<file path="config.mk">
export PLATFORM = sky130hd
export DESIGN_NAME = rx_frame_decoder_flat
export DESIGN_NICKNAME = d
export VERILOG_FILES = /design/src/rtl/rx_frame_decoder_if.sv /design/src/rtl/rx_frame_decoder.sv /design/src/flat_wrapper.sv
export SDC_FILE = /design/constraint.sdc
export NUM_CORES = 1
export LEC_CHECK = 0
export ABC_CLOCK_PERIOD_IN_PS = 1600
export BUFFER_PORTS_ARGS = -buffer_cell sky130_fd_sc_hd__clkbuf_2
export CORE_MARGIN = 2
export CORE_UTILIZATION = 40
export DETAILED_ROUTE_END_ITERATION = 12
export GPL_TIMING_DRIVEN = 0
export PLACE_DENSITY_LB_ADDON = 0.2
export SYNTH_ARGS = -nofsm -noshare
export SYNTH_HDL_FRONTEND = slang
export SYNTH_SLANG_ARGS = --single-unit
</file>
<file path="constraint.sdc">
create_clock -name CLK -period 1.6 [get_ports CLK]
set_input_delay 0 -clock CLK [delete_from_list [all_inputs] [get_ports CLK]]
set_output_delay 0 -clock CLK [all_outputs]
set_load 0.005 [all_outputs]
</file>
<file path="src/rtl/rx_frame_decoder_if.sv">
// Byte-stream bus of the receive frame decoder: joined input bytes in,
// decoded packet bytes and control-symbol reports out.
interface rx_frame_decoder_if;
  logic       ENB;
  logic [7:0] IN_DATA;
  logic       IN_VALID;
  logic [7:0] OUT_DATA;
  logic       OUT_DVALID;
  logic       OUT_SOP;
  logic       OUT_EOP;
  logic       OUT_ABORT;
  logic [3:0] OUT_CTRL;
  logic       OUT_CVALID;
  logic       OUT_ALIGNED;
  logic       OUT_ERR;

  // Upstream side: supplies bytes, observes the decoded stream.
  modport master (
    output ENB, IN_DATA, IN_VALID,
    input  OUT_DATA, OUT_DVALID, OUT_SOP, OUT_EOP, OUT_ABORT,
    input  OUT_CTRL, OUT_CVALID, OUT_ALIGNED, OUT_ERR
  );

  // Decoder side.
  modport slave (
    input  ENB, IN_DATA, IN_VALID,
    output OUT_DATA, OUT_DVALID, OUT_SOP, OUT_EOP, OUT_ABORT,
    output OUT_CTRL, OUT_CVALID, OUT_ALIGNED, OUT_ERR
  );
endinterface

</file>
<file path="src/rtl/rx_frame_decoder.sv">
// Receive frame decoder: aligns on COM pairs, reports control symbols and
// delimits STP/SDP..END/EDB packets through a one-byte hold register.
module rx_frame_decoder #(
  parameter logic [7:0] COM     = 8'hBC,
  parameter logic [7:0] PAD     = 8'hF7,
  parameter logic [7:0] SKP     = 8'h1C,
  parameter logic [7:0] STP     = 8'hFB,
  parameter logic [7:0] SDP     = 8'h5C,
  parameter logic [7:0] END     = 8'hFD,
  parameter logic [7:0] EDB     = 8'hFE,
  parameter logic [7:0] FTS     = 8'h3C,
  parameter logic [7:0] IDL     = 8'h7C,
  parameter int         MAX_LEN = 64
) (
  input  logic               CLK,
  input  logic               reset,
  rx_frame_decoder_if.slave  bus
);

  localparam logic [1:0] S_UNALIGNED = 2'd0;
  localparam logic [1:0] S_IDLE      = 2'd1;
  localparam logic [1:0] S_PKT       = 2'd2;

  localparam logic [3:0] C_DATA = 4'd0;
  localparam logic [3:0] C_COM  = 4'd1;
  localparam logic [3:0] C_PAD  = 4'd2;
  localparam logic [3:0] C_SKP  = 4'd3;
  localparam logic [3:0] C_STP  = 4'd4;
  localparam logic [3:0] C_SDP  = 4'd5;
  localparam logic [3:0] C_END  = 4'd6;
  localparam logic [3:0] C_EDB  = 4'd7;
  localparam logic [3:0] C_FTS  = 4'd8;
  localparam logic [3:0] C_IDL  = 4'd9;
  localparam logic [3:0] C_UNK  = 4'd15;

  localparam logic [7:0] MAX_LEN_B = 8'(MAX_LEN);

  function automatic logic [3:0] decode(input logic [7:0] b);
    logic [3:0] c;
    case (b)
      COM:     c = C_COM;
      PAD:     c = C_PAD;
      SKP:     c = C_SKP;
      STP:     c = C_STP;
      SDP:     c = C_SDP;
      END:     c = C_END;
      EDB:     c = C_EDB;
      FTS:     c = C_FTS;
      IDL:     c = C_IDL;
      default: c = C_UNK;
    endcase
    return c;
  endfunction

  logic [1:0] state_q,      state_d;
  logic       com_seen_q,   com_seen_d;
  logic [7:0] len_q,        len_d;
  logic       sop_flag_q,   sop_flag_d;
  logic       hold_valid_q, hold_valid_d;
  logic [7:0] hold_data_q,  hold_data_d;
  logic       aligned_q,    aligned_d;
  logic [7:0] data_q,       data_d;
  logic       dvalid_q,     dvalid_d;
  logic       sop_q,        sop_d;
  logic       eop_q,        eop_d;
  logic       abort_q,      abort_d;
  logic [3:0] ctrl_q,       ctrl_d;
  logic       cvalid_q,     cvalid_d;
  logic       err_q,        err_d;

  logic       accept;
  logic [3:0] sym;
  logic       is_com;

  assign accept = bus.ENB & bus.IN_VALID;
  assign sym    = decode(bus.IN_DATA);
  assign is_com = (bus.IN_DATA == COM);

  always_comb begin
    // NOTE: every signal gets a default before any branch so no path leaves
    // it unassigned; a missing default here would infer a latch.
    state_d      = state_q;
    com_seen_d   = com_seen_q;
    len_d        = len_q;
    sop_flag_d   = sop_flag_q;
    hold_valid_d = hold_valid_q;
    hold_data_d  = hold_data_q;
    aligned_d    = aligned_q;
    data_d       = data_q;
    ctrl_d       = ctrl_q;
    dvalid_d     = 1'b0;
    sop_d        = 1'b0;
    eop_d        = 1'b0;
    abort_d      = 1'b0;
    cvalid_d     = 1'b0;
    err_d        = 1'b0;

    if (accept) begin
      case (state_q)
        S_UNALIGNED: begin
          if (is_com && com_seen_q) begin
            state_d    = S_IDLE;
            com_seen_d = 1'b0;
            aligned_d  = 1'b1;
          end else begin
            com_seen_d = is_com;
          end
        end

        S_IDLE: begin
          ctrl_d   = sym;
          cvalid_d = 1'b1;
          case (sym)
            C_COM, C_PAD, C_SKP, C_FTS, C_IDL: ;
            C_STP, C_SDP: begin
              state_d      = S_PKT;
              len_d        = 8'd0;
              sop_flag_d   = 1'b1;
              hold_valid_d = 1'b0;
            end
            default: begin
              // END/EDB outside a packet or a non-code byte: alignment is suspect.
              err_d      = 1'b1;
              state_d    = S_UNALIGNED;
              aligned_d  = 1'b0;
              com_seen_d = 1'b0;
            end
          endcase
        end

        S_PKT: begin
          if (sym == C_END || sym == C_EDB) begin
            ctrl_d       = sym;
            cvalid_d     = 1'b1;
            state_d      = S_IDLE;
            hold_valid_d = 1'b0;
            sop_flag_d   = 1'b0;
            if (hold_valid_q) begin
              data_d   = hold_data_q;
              dvalid_d = 1'b1;
              sop_d    = sop_flag_q;
              eop_d    = 1'b1;
              abort_d  = (sym == C_EDB);
            end else begin
              err_d = 1'b1;
            end
          end else if (len_q == MAX_LEN_B) begin
            // One byte past the limit: close the packet as aborted, drop the new byte.
            err_d        = 1'b1;
            state_d      = S_UNALIGNED;
            aligned_d    = 1'b0;
            com_seen_d   = 1'b0;
            hold_valid_d = 1'b0;
            sop_flag_d   = 1'b0;
            if (hold_valid_q) begin
              data_d   = hold_data_q;
              dvalid_d = 1'b1;
              sop_d    = sop_flag_q;
              eop_d    = 1'b1;
              abort_d  = 1'b1;
            end
          end else begin
            len_d        = len_q + 8'd1;
            hold_data_d  = bus.IN_DATA;
            hold_valid_d = 1'b1;
            if (hold_valid_q) begin
              data_d     = hold_data_q;
              dvalid_d   = 1'b1;
              sop_d      = sop_flag_q;
              sop_flag_d = 1'b0;
            end
          end
        end

        default: begin
          state_d      = S_UNALIGNED;
          aligned_d    = 1'b0;
          com_seen_d   = 1'b0;
          hold_valid_d = 1'b0;
        end
      endcase
    end
  end

  always_ff @(posedge CLK) begin
    // NOTE: non-blocking assignments so every register samples the values
    // present before the edge, independent of statement order.
    if (reset) begin
      state_q      <= S_UNALIGNED;
      com_seen_q   <= 1'b0;
      len_q        <= 8'd0;
      sop_flag_q   <= 1'b0;
      hold_valid_q <= 1'b0;
      aligned_q    <= 1'b0;
      data_q       <= 8'h00;
      dvalid_q     <= 1'b0;
      sop_q        <= 1'b0;
      eop_q        <= 1'b0;
      abort_q      <= 1'b0;
      ctrl_q       <= C_DATA;
      cvalid_q     <= 1'b0;
      err_q        <= 1'b0;
    end else begin
      state_q      <= state_d;
      com_seen_q   <= com_seen_d;
      len_q        <= len_d;
      sop_flag_q   <= sop_flag_d;
      hold_valid_q <= hold_valid_d;
      aligned_q    <= aligned_d;
      data_q       <= data_d;
      dvalid_q     <= dvalid_d;
      sop_q        <= sop_d;
      eop_q        <= eop_d;
      abort_q      <= abort_d;
      ctrl_q       <= ctrl_d;
      cvalid_q     <= cvalid_d;
      err_q        <= err_d;
    end
  end

  // NOTE: the held byte is pure datapath guarded by hold_valid_q, so it is
  // left out of reset; clearing the valid bit is enough to discard it.
  always_ff @(posedge CLK) begin
    hold_data_q <= hold_data_d;
  end

  assign bus.OUT_DATA    = data_q;
  assign bus.OUT_DVALID  = dvalid_q;
  assign bus.OUT_SOP     = sop_q;
  assign bus.OUT_EOP     = eop_q;
  assign bus.OUT_ABORT   = abort_q;
  assign bus.OUT_CTRL    = ctrl_q;
  assign bus.OUT_CVALID  = cvalid_q;
  assign bus.OUT_ALIGNED = aligned_q;
  assign bus.OUT_ERR     = err_q;

endmodule

</file>
<file path="src/flat_wrapper.sv">
// flat-port wrapper written by rule: the top's interface ports become plain ports
module rx_frame_decoder_flat 
#(
  parameter logic [7:0] COM     = 8'hBC,
  parameter logic [7:0] PAD     = 8'hF7,
  parameter logic [7:0] SKP     = 8'h1C,
  parameter logic [7:0] STP     = 8'hFB,
  parameter logic [7:0] SDP     = 8'h5C,
  parameter logic [7:0] END     = 8'hFD,
  parameter logic [7:0] EDB     = 8'hFE,
  parameter logic [7:0] FTS     = 8'h3C,
  parameter logic [7:0] IDL     = 8'h7C,
  parameter int         MAX_LEN = 64
)
  (CLK, reset, bus_ENB, bus_IN_DATA, bus_IN_VALID, bus_OUT_DATA, bus_OUT_DVALID, bus_OUT_SOP, bus_OUT_EOP, bus_OUT_ABORT, bus_OUT_CTRL, bus_OUT_CVALID, bus_OUT_ALIGNED, bus_OUT_ERR);
  rx_frame_decoder_if bus_i ();
  input  logic CLK;
  input  logic reset;
  input wire logic [$bits(bus_i.ENB)-1:0] bus_ENB;
  input wire logic [$bits(bus_i.IN_DATA)-1:0] bus_IN_DATA;
  input wire logic [$bits(bus_i.IN_VALID)-1:0] bus_IN_VALID;
  output wire logic [$bits(bus_i.OUT_DATA)-1:0] bus_OUT_DATA;
  output wire logic [$bits(bus_i.OUT_DVALID)-1:0] bus_OUT_DVALID;
  output wire logic [$bits(bus_i.OUT_SOP)-1:0] bus_OUT_SOP;
  output wire logic [$bits(bus_i.OUT_EOP)-1:0] bus_OUT_EOP;
  output wire logic [$bits(bus_i.OUT_ABORT)-1:0] bus_OUT_ABORT;
  output wire logic [$bits(bus_i.OUT_CTRL)-1:0] bus_OUT_CTRL;
  output wire logic [$bits(bus_i.OUT_CVALID)-1:0] bus_OUT_CVALID;
  output wire logic [$bits(bus_i.OUT_ALIGNED)-1:0] bus_OUT_ALIGNED;
  output wire logic [$bits(bus_i.OUT_ERR)-1:0] bus_OUT_ERR;
  assign bus_i.ENB = bus_ENB;
  assign bus_i.IN_DATA = bus_IN_DATA;
  assign bus_i.IN_VALID = bus_IN_VALID;
  assign bus_OUT_DATA = bus_i.OUT_DATA;
  assign bus_OUT_DVALID = bus_i.OUT_DVALID;
  assign bus_OUT_SOP = bus_i.OUT_SOP;
  assign bus_OUT_EOP = bus_i.OUT_EOP;
  assign bus_OUT_ABORT = bus_i.OUT_ABORT;
  assign bus_OUT_CTRL = bus_i.OUT_CTRL;
  assign bus_OUT_CVALID = bus_i.OUT_CVALID;
  assign bus_OUT_ALIGNED = bus_i.OUT_ALIGNED;
  assign bus_OUT_ERR = bus_i.OUT_ERR;
  rx_frame_decoder #(.COM(COM), .PAD(PAD), .SKP(SKP), .STP(STP), .SDP(SDP), .END(END), .EDB(EDB), .FTS(FTS), .IDL(IDL), .MAX_LEN(MAX_LEN)) u_core (.CLK(CLK), .reset(reset), .bus(bus_i));
endmodule
</file>
==> summary.txt <==
Synthesis
  – Top cells by area, synth: dfxtp_1 32%, edfxtp_1 12%, a21oi_1 5.7%
  – Number of synthesized register bits: 40
  – Largest area contributor in the netlist: dfxtp_1
  – Yosys cell types: 54
  – Warnings from Yosys: 0
  – Synthesized area per cell: around 9 um2
  – Sequential fraction of the synthesis area: 0.4367
  – Primary FF master, synth: dfxtp_1
  – Mapped Nets: 242
  – Syn Inst Count: ~220
  – Synth top area share: 0.3176
  – Ys async rst share: 0
  – Number of synthesized flops with an enable pin: 8
  – Cell area after synthesis: around 0.0020 mm2

STA
  – Fin worst setup slack: -0.06702 ns
  – Worst rel slew slack: 0.6021
  – Final clock skew: 0.01041 ns
  – Hold Fails Final Rpt: 0
  – Fin crit period: roughly 1.7 ns
  – Slew @ Worst Pin: 0.5969 ns
  – Fmax: around 600 MHz
  – Final Cycle Share: 1.042
  – Slew Viols, Final: 0
  – Setup violators final: 5
  – RSZ-0062 raised after global routing: true

Power
  – Leak: 0.9788 nW
  – Max IR drop VDD: between 0.4 and 0.5 mV
  – PwrDens: 743.4 mW/mm2

GRT
  – Total track usage: 0.1872
  – Total grt overflow: 0
  – Initial antenna violation count: 0
  – Vias in the first global route: between 1.5k and 2k
  – Largest net degree at the start of global routing: 15
  – First-pass GRT wire length: between 7000 and 8000 um

Die
  – Die Span Y: roughly 75 um
  – Core Region: around 0.0048 mm2
  – Total die area: 0.005627 mm2
  – I/O pin count: 31
  – # rows: 25
  – Chip Width: approximately 75 um
  – Initial Utilization: 0.4214

Place
  – # placed instances: 321
  – Post-DP HPWL: ~3300 um
  – RD Place Congestion: a little over 0.8
  – Place WS: -0.4581 ns
  – IO Port Bufs: 30

Detailed routing
  – Metal3 WL: ~300 um
  – Met1 Wirelength: 2359 um
  – Drt wl/cell: approximately 15 um
  – Vias: between 1.5k and 2k
  – Wire length on met2: between 2000 and 2500 um
  – Routed wire length: approximately 5300 um
  – DR pass1 iterations: 4
  – Post-route antenna net violation count: 0
  – Residual DRC: 0
  – Vias per cell: 5.507
  – 1st-iter DRT viols: 143
  – DR top layer: met4

Critical path
  – Max FO, Critical Path: 4
  – CP Capture Type: register
  – Setup CP Type: register to register
  – Worst path slowest cell: or4_4
  – Setup crit start kind: register
  – CP Data Arrival Time: ~1.9 ns
  – Reg2Reg Depth: 7
  – CP max stage delay: just over 0.5 ns
  – Worst EP required: 1.81 ns
  – Cell Chain, Critical Path: inv_4 -> ha_4 -> and3b_1 -> a41o_1 -> a31oi_2 -> or4_4 -> o31ai_2

Worst hold path
  – Hold Path Class: primary input to register
  – Worst Hold Path Cells: 1

Final layout
  – Most common cell after layout, fill and taps aside: clkbuf_2
  – Fin cells: 343
  – Reg area: 895.9 um2
  – Layout Nets: between 200 and 300
  – Final core occ: 0.5652
  – Multi-input logic area: approximately 0.0012 mm2
  – Layout filler cell count: between 400 and 500
  – Proportion of layout cells with a drive suffix above 1: 0.3768
  – Most frequent cells in the layout: 30 x clkbuf_2, 26 x nand2_1, 26 x dfxtp_1
  – Antenna cells: 0
  – Synth-to-layout area growth: 34.12%

Clock tree
  – TritonCTS buffer count: 5
  – Clk pin slew, worst setup/hold paths: about 0.08 ns
  – H-tree levels: 2
  – Clk_lat worst skew: roughly 0.30 ns
  – CTS Sinks: 40
  – Worst-case clock buffer depth: 2
  – TritonCTS clock tree: done
  – CTS Root Cell: clkbuf_8

Outcome
  – Failing checks: negative setup slack
  – Status: complete, but fails checks

Flow run
  – Maxcap violations: 0
==> synthesized netlist by cell type, types with 2 or more instances <==
cell       number
dfxtp_1        32
nand2_1        26
o21a_1          2
nand2b_1        5
or4_1           7
and2_1          3
or3_1           4
edfxtp_1        8
o211ai_1        2
nor2_1         15
ha_1            6
o2111ai_1       2
nand3_1        10
clkbuf_1        4
a211oi_1        2
a21oi_1        23
o31ai_1         8
nand4_1         4
nor2b_1         2
o21ai_0         6
buf_2           4
nor3_1          5
and3_1          2
xnor2_1         2
a31oi_1         2
inv_1          10
==> repair_timing <==
action	CTS	global route
pin swaps	13	10
cloned	1	0
hold buffers	2	0
endpoints found under the setup margin	34	36
hold endpoints to repair	2	0
gates resized for setup	22	33
setup buffers	9	3
==> worst paths after layout <==
check | startpoint | slack (ns) | endpoint
max | u_core.state_q[1]$_SDFFE_PP0P_ | -0.07 | u_core.state_q[1]$_SDFFE_PP0P_
min | bus_IN_DATA[0] | 0.01 | u_core.hold_data_q[0]$_DFFE_PP_
max reg2reg | u_core.state_q[1]$_SDFFE_PP0P_ | -0.07 | u_core.state_q[1]$_SDFFE_PP0P_
min reg2reg | u_core.bus.OUT_DATA[5]$_SDFFE_PP0P_ | 0.46 | u_core.bus.OUT_DATA[5]$_SDFFE_PP0P_
==> flip-flops by register name, indices dropped and copies added (netlist names) <==
name,cells
u_core.bus.OUT_DATA,8
u_core.hold_data_q,8
u_core.len_q,8
u_core.bus.OUT_CTRL,4
u_core.state_q,2
u_core.bus.OUT_ABORT,1
u_core.bus.OUT_ALIGNED,1
u_core.bus.OUT_CVALID,1
u_core.bus.OUT_DVALID,1
u_core.bus.OUT_EOP,1
u_core.bus.OUT_ERR,1
u_core.bus.OUT_SOP,1
u_core.com_seen_q,1
u_core.hold_valid_q,1
u_core.sop_flag_q,1
==> final cells by class <==
| class | instances | share of cell area |
|---|---|---|
| multi-input combinational | 164 | 0.4477 |
| sequential | 40 | 0.3312 |
| timing repair buffer | 45 | 0.1031 |
| tap | 67 | 0.03099 |
| buffer | 9 | 0.02821 |
| clock buffer | 5 | 0.02544 |
| clock inverter | 3 | 0.01758 |
| inverter | 10 | 0.01573 |
==> per-layer routing <==
metal / GRT usage / vias up
met4: 0.08929 / 0
li1: - / 938
met3: 0.04418 / 9
met5: 0 / -
met1: 0.2510 / 887
met2: 0.2846 / 55
==> worst max-delay path, delay by kind of cell (launching register included) <==
kind | cells | cell delay, ns
simple gates | 2 | 0.73
fa+ha+maj | 1 | 0.17
flops | 1 | 0.38
buf+inv | 1 | 0.05
compound gates | 3 | 0.26
==> logic make-up (layout without fill, tap and decap cells) <==
| kind of cell | Yosys count | after routing | synth area share |
|---|---|---|---|
| and+or+nand+nor | 96 | 96 | 0.2717 |
| adders and majority gates | 6 | 6 | 0.03722 |
| muxes | 2 | 2 | 0.01055 |
| DFF | 40 | 40 | 0.4367 |
| AOI/OAI and AO/OA | 57 | 57 | 0.1855 |
| xor gates and xnor gates | 3 | 3 | 0.01303 |
| buffers and inverters | 20 | 72 | 0.04529 |
==> stage by stage <==
step                      hold slack [ns]  TNS [ns]  area [um2]  power, mW
after floorplan                   0.09887  -0.01487        2042      1.114
after global placement             0.2007    -6.649        2276      1.165
after detailed placement           0.2018    -6.430        2276      1.165
after CTS                        0.004511  -0.04421        2555      2.007
after global routing              0.01244   -0.8721        2705      2.075
final                            0.009673   -0.1334        2705      2.011
==> report_power, final <==
group	total [mW]	internal (mW)	switching, mW	leakage (nW)
clock network	0.850	0.470	0.380	0.0583
registers	1.02	1.02	0.0000149	0.333
logic	0.141	0.0502	0.0908	0.587
total	2.01	1.54	0.471	0.979
Power figures use the tool's default switching activity.
